===== src/rtl/motor_pkg.sv =====
// motor_pkg
// Shared definitions for the motor command path (ramp limiter and PWM stage).
//   CMD_MAX / CMD_MIN : symmetric command range; -1024 is never produced so
//                       that negating a command can never overflow.
//   motor_cmd_t       : signed wheel command, same width as the PWM inputs.
//   chan_state_e      : per-wheel ramp state encoding.
package motor_pkg;

  localparam int CMD_W   = 11;
  localparam int CMD_MAX = 1023;
  localparam int CMD_MIN = -1023;

  typedef logic signed [CMD_W-1:0] motor_cmd_t;

  typedef enum logic [1:0] {
    CH_IDLE  = 2'd0,
    CH_RAMP  = 2'd1,
    CH_DWELL = 2'd2
  } chan_state_e;

endpackage


===== src/rtl/motor_ramp_chan.sv =====
// motor_ramp_chan
// One wheel of the slew-rate limiter. Holds the clamped target, the registered
// command and the last nonzero sign, and moves the command toward the target
// by at most one step per ramp tick. A reversal always parks the command at
// zero for one full tick (DWELL) before continuing in the new direction.
// Ports:
//   clk, rst     : clock, asynchronous active-high reset
//   tick         : one-cycle ramp tick from the shared prescaler
//   load         : latch target_raw (clamped) as the new target
//   brake        : emergency braking; target forced to 0, step scaled by 4
//   target_raw   : signed requested target
//   cmd          : signed registered command to the PWM stage
//   idle         : channel is at its target and not dwelling
module motor_ramp_chan
  import motor_pkg::*;
#(
  parameter int WIDTH = 11,
  parameter int STEP  = 4
) (
  input  logic                    clk,
  input  logic                    rst,
  input  logic                    tick,
  input  logic                    load,
  input  logic                    brake,
  input  logic signed [WIDTH-1:0] target_raw,
  output logic signed [WIDTH-1:0] cmd,
  output logic                    idle
);

  // One extra bit so target - cmd can never overflow.
  localparam int DW = WIDTH + 1;

  chan_state_e             state, state_nxt;
  logic signed [WIDTH-1:0] tgt, tgt_clamped, tgt_eff, cmd_nxt;
  logic                    last_neg, last_neg_nxt;
  logic signed [DW-1:0]    diff, mag, step_sz, cand;
  logic                    dwell_cross;

  // Input clamp: only -1024 can fall outside the range at WIDTH=11, but the
  // upper bound is kept for wider builds.
  always_comb begin
    tgt_clamped = target_raw;
    if (int'(target_raw) < CMD_MIN)
      tgt_clamped = WIDTH'(CMD_MIN);
    else if (int'(target_raw) > CMD_MAX)
      tgt_clamped = WIDTH'(CMD_MAX);
  end

  // Target register. Braking clears it, so after the brake is released the
  // wheel stays at zero until a fresh target is accepted.
  always_ff @(posedge clk or posedge rst) begin
    if (rst)
      tgt <= '0;
    else if (brake)
      tgt <= '0;
    else if (load)
      tgt <= tgt_clamped;
  end

  // Braking acts in the same cycle it is asserted, not one cycle later.
  assign tgt_eff = brake ? '0 : tgt;

  // Step arithmetic. The candidate never passes the target: when the remaining
  // distance fits in one step the candidate is the target itself.
  always_comb begin
    diff    = DW'(tgt_eff) - DW'(cmd);
    mag     = diff[DW-1] ? -diff : diff;
    step_sz = brake ? DW'(4 * STEP) : DW'(STEP);
    if (mag <= step_sz)
      cand = DW'(tgt_eff);
    else if (diff[DW-1])
      cand = DW'(cmd) - step_sz;
    else
      cand = DW'(cmd) + step_sz;
  end

  // A reversal is detected only when moving off a nonzero command: starting
  // from rest in either direction needs no dwell. A zero target (including
  // braking) never dwells.
  assign dwell_cross = (cmd != '0) && (tgt_eff != '0) &&
                       (tgt_eff[WIDTH-1] != last_neg) &&
                       ((cand == '0) || (cand[DW-1] != last_neg));

  // State register.
  always_ff @(posedge clk or posedge rst) begin
    if (rst) begin
      state    <= CH_IDLE;
      cmd      <= '0;
      last_neg <= 1'b0;
    end else begin
      state    <= state_nxt;
      cmd      <= cmd_nxt;
      last_neg <= last_neg_nxt;
    end
  end

  // Next-state logic. IDLE also steps on a tick so that a target accepted just
  // before a tick moves the output on that tick without waiting a whole period
  // for the IDLE->RAMP transition.
  always_comb begin
    state_nxt    = state;
    cmd_nxt      = cmd;
    last_neg_nxt = last_neg;
    case (state)
      CH_IDLE, CH_RAMP: begin
        if (tick) begin
          if (dwell_cross) begin
            cmd_nxt   = '0;
            state_nxt = CH_DWELL;
          end else begin
            cmd_nxt = cand[WIDTH-1:0];
            if (cand != '0)
              last_neg_nxt = cand[DW-1];
            state_nxt = (cand == DW'(tgt_eff)) ? CH_IDLE : CH_RAMP;
          end
        end else if (tgt_eff != cmd) begin
          state_nxt = CH_RAMP;
        end
      end
      CH_DWELL: begin
        if (tick)
          state_nxt = CH_RAMP;
      end
      default: state_nxt = CH_IDLE;
    endcase
  end

  // Output logic.
  always_comb begin
    idle = (state == CH_IDLE);
  end

endmodule


===== src/rtl/motor_cmd_ramp.sv =====
// motor_cmd_ramp
// Slew-rate limiter in front of the PWM motor controller. Accepts a signed
// left/right target pair over valid/ready and ramps the registered lft/rht
// commands toward it by STEP per ramp tick (one tick every TICK_DIV clocks).
// Optional feature macro: MOTOR_RAMP_ESTOP_EN adds the estop input, which
// drops cmd_rdy, forces both targets to zero and brakes at 4*STEP per tick.
// Ports:
//   clk, rst          : clock, asynchronous active-high reset
//   cmd_lft, cmd_rht  : signed left/right targets
//   cmd_vld, cmd_rdy  : target handshake
//   estop             : emergency stop (MOTOR_RAMP_ESTOP_EN only)
//   lft, rht          : signed registered commands to the PWM stage
//   at_target         : both wheels at target and neither dwelling
module motor_cmd_ramp
  import motor_pkg::*;
#(
  parameter int WIDTH    = 11,
  parameter int STEP     = 4,
  parameter int TICK_DIV = 1000
) (
  input  logic                    clk,
  input  logic                    rst,
  input  logic signed [WIDTH-1:0] cmd_lft,
  input  logic signed [WIDTH-1:0] cmd_rht,
  input  logic                    cmd_vld,
  output logic                    cmd_rdy,
`ifdef MOTOR_RAMP_ESTOP_EN
  input  logic                    estop,
`endif
  output logic signed [WIDTH-1:0] lft,
  output logic signed [WIDTH-1:0] rht,
  output logic                    at_target
);

  localparam int PW = (TICK_DIV > 2) ? $clog2(TICK_DIV) : 1;

  logic [PW-1:0] pre;
  logic          tick;
  logic          accept;
  logic          brake;
  logic          lft_idle, rht_idle;

  // Ramp tick prescaler: counts 0..TICK_DIV-1, tick is high in the last count.
  always_ff @(posedge clk or posedge rst) begin
    if (rst)
      pre <= '0;
    else if (tick)
      pre <= '0;
    else
      pre <= pre + 1'b1;
  end

  assign tick = (pre == PW'(TICK_DIV - 1));

`ifdef MOTOR_RAMP_ESTOP_EN
  assign brake = estop;
`else
  assign brake = 1'b0;
`endif

  assign cmd_rdy = ~brake;
  assign accept  = cmd_vld & cmd_rdy;

  motor_ramp_chan #(
    .WIDTH (WIDTH),
    .STEP  (STEP)
  ) u_lft (
    .clk        (clk),
    .rst        (rst),
    .tick       (tick),
    .load       (accept),
    .brake      (brake),
    .target_raw (cmd_lft),
    .cmd        (lft),
    .idle       (lft_idle)
  );

  motor_ramp_chan #(
    .WIDTH (WIDTH),
    .STEP  (STEP)
  ) u_rht (
    .clk        (clk),
    .rst        (rst),
    .tick       (tick),
    .load       (accept),
    .brake      (brake),
    .target_raw (cmd_rht),
    .cmd        (rht),
    .idle       (rht_idle)
  );

  assign at_target = lft_idle & rht_idle;

endmodule


===== config.mk =====
export PLATFORM = sky130hd
export DESIGN_NAME = motor_cmd_ramp
export DESIGN_NICKNAME = d
export VERILOG_FILES = /design/src/rtl/motor_pkg.sv /design/src/rtl/motor_ramp_chan.sv /design/src/rtl/motor_cmd_ramp.sv
export SDC_FILE = /design/constraint.sdc
export NUM_CORES = 1
export LEC_CHECK = 0
export CAP_MARGIN = 20
export CORE_ASPECT_RATIO = 0.75
export CORE_MARGIN = 8
export CORE_UTILIZATION = 33
export DETAILED_ROUTE_END_ITERATION = 8
export MAX_ROUTING_LAYER = met4
export PLACE_DENSITY_LB_ADDON = 0.25
export REMOVE_ABC_BUFFERS = 1
export SYNTH_ARGS = -nofsm -noshare
export SYNTH_HDL_FRONTEND = slang
export SYNTH_SLANG_ARGS = --single-unit

===== constraint.sdc =====
create_clock -name clk -period 4.2 [get_ports clk]
set_input_delay 1.05 -clock clk [delete_from_list [all_inputs] [get_ports clk]]
set_output_delay 1.05 -clock clk [all_outputs]
set_load 0.005 [all_outputs]

# After elaboration in Yosys (flattened, before gate mapping)
# Cells that the tools add are included.
# totals
register_bits	60
output_inout_bits	24
# op_classes
n_addsub	9
magnitude_cmp	6
n_eq_ne	17
mux	24
bitwise	3
n_reduce_logical	26
# op_table
operator	n
$mux 12	6
$mux 11	6
$reduce_bool 11->1	4
$add 11x4->12 const B	2
$eq 12x11->1	2
$le 12x4->1 const B	2
$logic_not 12->1	2
$neg 12->12	2
$reduce_bool 12->1	2
$sub 11x11->12	2
$sub 11x4->12 const B	2
$gt 11x11->1 const B	2
$lt 11x11->1 const B	2
$ne 11x11->1	2
$mux 2	7
$add 10x1->10 const B	1
$eq 10x10->1 const B	1
$mux 10	1
$pmux 2 s2	2
$reduce_and 2->1	4
$reduce_and 4->1	2
$logic_and 1x1->1	6
$ne 3x2->1 const B	2
$eq 2x1->1 const B	2
other kinds (9)	19

# Logic depth before layout (Yosys ltp)
# depth
word_depth	11
depth_mapped	21

# Cells and area by module
# A second synthesis with hierarchy kept.
# hier_totals
hier_cells	799
hier_area_um2	6538.8
# modules_own_cells
mod	instances	cells_per_inst	area_each_um2	seq_area_each_um2
motor_ramp_chan at u_rht	1	381	3062.9	625.6
motor_ramp_chan at u_lft	1	367	2947.8	625.6
motor_cmd_ramp	1	51	528.0	250.2

# Worst setup path before layout
# OpenSTA, ideal clock, no wires.
# synth_timing
path_type	reg-to-reg
start	register u_rht.cmd[6]
end	register u_rht.cmd[3]
setup_time_ns	0.146
arrival_ns	4.349
required_time_ns	4.054
path_slack_ns	-0.295
stages_incl_launch_ff	20
path_buffers	2
path_cell_list	dfrtp_1 > inv_1 > ha_1 > buf_2 > a21oi_1 > o21ai_0 > o21ai_0 > a21o_1 > clkbuf_1 > inv_1 > fa_1 > nor2b_1 > o21ai_0 > a21boi_0 > nor2_1 > or3_1 > or4_1 > o211a_1 > o21ai_2 > a221oi_1
# synth_via
elab_chain_len	9
elab_cells_between_ends	16
classes_between	add/sub (4); order compare (1); eq/ne (1); mux (4); reduce/logical (6)
# synth_rtl
item	line	text
start: declaration	motor_ramp_chan.sv:26	output logic signed [WIDTH-1:0] cmd,
start signal: assignment	motor_ramp_chan.sv:92	cmd <= cmd_nxt;
$sub 11x11->12	motor_ramp_chan.sv:66	diff = DW'(tgt_eff) - DW'(cmd);
$neg 12->12	motor_ramp_chan.sv:67	mag = diff[DW-1] ? -diff : diff;
$mux 12	motor_ramp_chan.sv:67	
$le 12x4->1	motor_ramp_chan.sv:69	if (mag <= step_sz)
$mux 12	motor_ramp_chan.sv:69	
$logic_not 12->1 or $ne 1x1->1 (tied branches)	motor_ramp_chan.sv:82	((cand == '0) || (cand[DW-1] != last_neg));
$logic_or 1x1->1	motor_ramp_chan.sv:82	
$logic_and 1x1->1	motor_ramp_chan.sv:81	(tgt_eff[WIDTH-1] != last_neg) &&
$mux 11 *	motor_ramp_chan.sv:107	if (dwell_cross) begin
# Every way passes the cells marked *; elsewhere a longest branch is shown, timed or not.
# A chain may end at the register's enable or synchronous reset.

# Final worst setup path
# layout_timing
start	register u_rht.cmd[8]
end	register u_rht.cmd[8]
# Same word-level chain as after synthesis.

==> impl_metrics.json <==
{
  "path_clk_slew_ns": 0.05,
  "setup_viol": 6,
  "num-nets-final": 961,
  "result_of_the_run": "finished, violations left",
  "avgViaCountPerCell": 5.37,
  "hold_class": "reg2reg",
  "violated_checks": "setup timing",
  "via_count_of_the_first_global_routing_pass": 5529,
  "wire_length_of_the_first_global_routing_pass_um": 30500,
  "worst_setup_path_startpoint": "u_rht.cmd[8]",
  "yosysUniqueCellTypes": 85,
  "layout-drive-gt1-share_pct": 33.6,
  "cellInternalPower_mw": 1.48,
  "power.share.combinational_pct": 41.8,
  "grt_start_max_net_pins": 37,
  "grt_setup_unrepaired": "true",
  "number_of_optimization_iterations_in_the_first_detailed_route_pass": 5,
  "synth_edf_count": 0,
  "tritoncts": "built",
  "hpwl_after_dpl_um": 15300,
  "max_slew.worst_pin.slew_ns": 1.15,
  "cts.root.buffer_cell": "sky130_fd_sc_hd__clkbuf_16",
  "coreArea_um2": 17600,
  "synth_warnings": 0,
  "multiInputGateArea_um2": 4620,
  "die-width_um": 171,
  "clock.fmax_mhz": 236,
  "skew_ns": 0.00951,
  "antennaDiodeCount": 0,
  "fin_total_pwr_mw": 2.25,
  "grt_overflow": 0,
  "clockBufferDepth": 2,
  "route.detailed.drc": 0,
  "placement.cell_area_um2": 7710,
  "ys_async_sr_fraction_pct": 100,
  "synthesis.area_um2": 5930,
  "setup.worst_path.start_class": "flip-flop",
  "sequential_element_share_of_the_synthesized_area_pct": 25.3,
  "clock_tree.htree_level_count": 3,
  "synth-seq-cells": 60,
  "sequentialPowerShare_pct": 27.6,
  "detailroute.via_count": 6115,
  "dr.first_iter.drc_count": 547,
  "final_min_period_over_clock_period_pct": 101,
  "areaGrowthSynthToFinish_pct": 46.1,
  "report.final.slew_viol_count": 0,
  "wl_per_cell_um": 17.2,
  "crit_path_max_fanout": 5,
  "clock_sink_count": 60,
  "syn_inst": 696,
  "final_layout_fill_cell_count": 1682,
  "placementRows": 42,
  "io_buffers": 47,
  "crit_required_ns": 4.34,
  "post_cts_hold_buffer_count": 0,
  "arrival_worst_endpoint_ns": 4.38,
  "syn-mean-instance-area_um2": 8.52,
  "sequential_cell_area_um2": 1500,
  "critical_path_class": "reg2reg",
  "p_per_area_nw_per_um2": 259,
  "power.share.clock_pct": 30.6,
  "die_area_um2": 22600,
  "hold_viol": 0,
  "io_pins": 49,
  "antenna_found_initial": 0,
  "fp.dieH_um": 132,
  "design_area_um2": 8670,
  "r2r-start": "u_rht.cmd[8]",
  "postRouteAntennaNets": 0,
  "final_cell_mix": "sky130_fd_sc_hd__buf_4, sky130_fd_sc_hd__nor2_1, sky130_fd_sc_hd__dfrtp_1",
  "fin_crit_ns": 4.24,
  "start_util_pct": 33.7,
  "p_sw_uw": 766,
  "layout.cells.most_common": "sky130_fd_sc_hd__buf_4",
  "worst_skew_pair.late_latency_ns": 0.33,
  "place_congestion": 0.866,
  "power_switching_share_pct": 34.1,
  "timing.max_slew.rel_slack_pct": 22.9,
  "finalWirelength_um": 19600,
  "timing.critical_path.to_type": "flip-flop",
  "cts_inserted_buffers": 9,
  "hold_start": "pre[0]",
  "synth_ff_type": "sky130_fd_sc_hd__dfrtp_1",
  "final_critical_path_setup_slack_ns": -0.0386,
  "timing.max_cap.violations": 0,
  "irDropWorstVdd_uv": 215,
  "grt.total_usage_pct": 17.4,
  "leakage_nw": 3.71
}
[critical path, cell delays in order, from the launching register on]
cell and delay (ns):
sky130_fd_sc_hd__dfrtp_1 0.36, sky130_fd_sc_hd__inv_1 0.05, sky130_fd_sc_hd__ha_1 0.32, sky130_fd_sc_hd__a21o_1 0.18, sky130_fd_sc_hd__a21oi_1 0.27, sky130_fd_sc_hd__a21o_1 0.30
sky130_fd_sc_hd__inv_1 0.11, sky130_fd_sc_hd__fa_2 0.37, sky130_fd_sc_hd__nor2b_1 0.17, sky130_fd_sc_hd__o21ai_2 0.09, sky130_fd_sc_hd__a21boi_2 0.16, sky130_fd_sc_hd__nor2_1 0.08
sky130_fd_sc_hd__or3_1 0.36, sky130_fd_sc_hd__or4_4 0.54, sky130_fd_sc_hd__o211a_1 0.26, sky130_fd_sc_hd__o21ai_4 0.20, sky130_fd_sc_hd__buf_12 0.15, sky130_fd_sc_hd__a221oi_1 0.08
[sequential cells by signal, indices dropped and copies added (netlist names)]
| signal | flops |
|---|---|
| u_rht.last_neg | 1 |
| u_lft.state | 2 |
| pre | 10 |
| u_lft.last_neg | 1 |
| u_rht.tgt | 11 |
| u_rht.state | 2 |
| u_rht.cmd | 11 |
| u_lft.tgt | 11 |
| u_lft.cmd | 11 |
[cell type report]
| type | count | share of cell area, % |
|---|---|---|
| tap | 242 | 3.49 |
| multi-input combinational | 561 | 53.3 |
| clock buffer | 13 | 3.00 |
| sequential | 60 | 17.3 |
| timing repair buffer | 213 | 20.7 |
| inverter | 48 | 2.08 |
| clock inverter | 2 | 0.116 |
[path summary, 6_finish.rpt]
| check | end | slack [ns] | depth (start not counted) |
|---|---|---|---|
| hold / removal | pre[0] | 0.48 | 1 |
| hold reg to reg | pre[0] | 0.48 | 1 |
| min in group asynchronous | pre[8] | 1.10 | 3 |
| setup / recovery | u_rht.cmd[8] | -0.04 | 17 |
| max in group asynchronous | u_rht.tgt[3] | 2.69 | 3 |
| setup reg to reg | u_rht.cmd[8] | -0.04 | 17 |
[power by group through the flow]
stage | Combinational, mW | Sequential (mW) | Clock, mW
2_1_floorplan | 0.489 | 0.634 | 0
3_3_place_gp | 0.829 | 0.625 | 0
3_5_place_dp | 0.833 | 0.626 | 0
4_1_cts | 0.858 | 0.617 | 0.697
5_1_grt | 1.02 | 0.621 | 0.725
6_report | 0.940 | 0.620 | 0.688
[stage by stage]
| step | std cells | setup WS (ns) | hold slack [ns] | setup TNS (ns) | util [%] |
|---|---|---|---|---|---|
| final | 1139 | -0.0386 | 0.484 | -0.166 | 49.2 |
| after global routing | 1139 | -0.191 | 0.506 | -3.49 | 49.2 |
| after CTS | 1127 | 0.0138 | 0.488 | 0 | 46.2 |
| after detailed placement | 1107 | -0.290 | 0.475 | -3.95 | 43.8 |
| after global placement | 1107 | -0.260 | 0.478 | -2.77 | 43.8 |
| after floorplan | 669 | -0.295 | 0.448 | -4.55 | - |
[cell usage after synthesis, drive strengths merged (12+ instances only)]
master / instances / area, µm²
nor4: 17 / 121
nand2: 45 / 169
mux2: 22 / 248
xor2: 22 / 193
nand3: 18 / 90.1
dfrtp: 60 / 1500
ha: 39 / 488
a21oi: 36 / 188
xnor2: 29 / 254
buf: 12 / 75.1
mux2i: 22 / 220
inv: 48 / 180
a211oi: 12 / 115
a21o: 17 / 128
o21ai: 41 / 231
nor2: 62 / 233
clkbuf: 15 / 57.6
nor3: 18 / 90.1
[routing by layer]
| metal | global-route usage [%] | share of wire [%] | vias up |
|---|---|---|---|
| met2 | 21.6 | 39 | 174 |
| met3 | 3.56 | 6.1 | 19 |
| met1 | 27.1 | 54 | 2946 |
| li1 | - | - | 2976 |
| met4 | 4.13 | 0.98 | 0 |
| met5 | - | 0 | - |
[cells by family after synthesis]
kind of cell	count (synthesis)	share of synthesized area, %
compound gates	194	24.4
xor+xnor	51	7.53
flops	60	25.3
simple gates	228	19.9
mux	44	7.89
fa+ha+maj	43	9.58
buf+inv	75	5.28
other cells	1	0.0632
[what timing repair did]
action	4_1_cts	5_1_grt
setup buffers	5	11
setup endpoints to repair	24	28
cloned	0	1
pin swaps	14	54
gates resized for setup	25	76
Note: power is estimated with default switching activity, not from simulation.
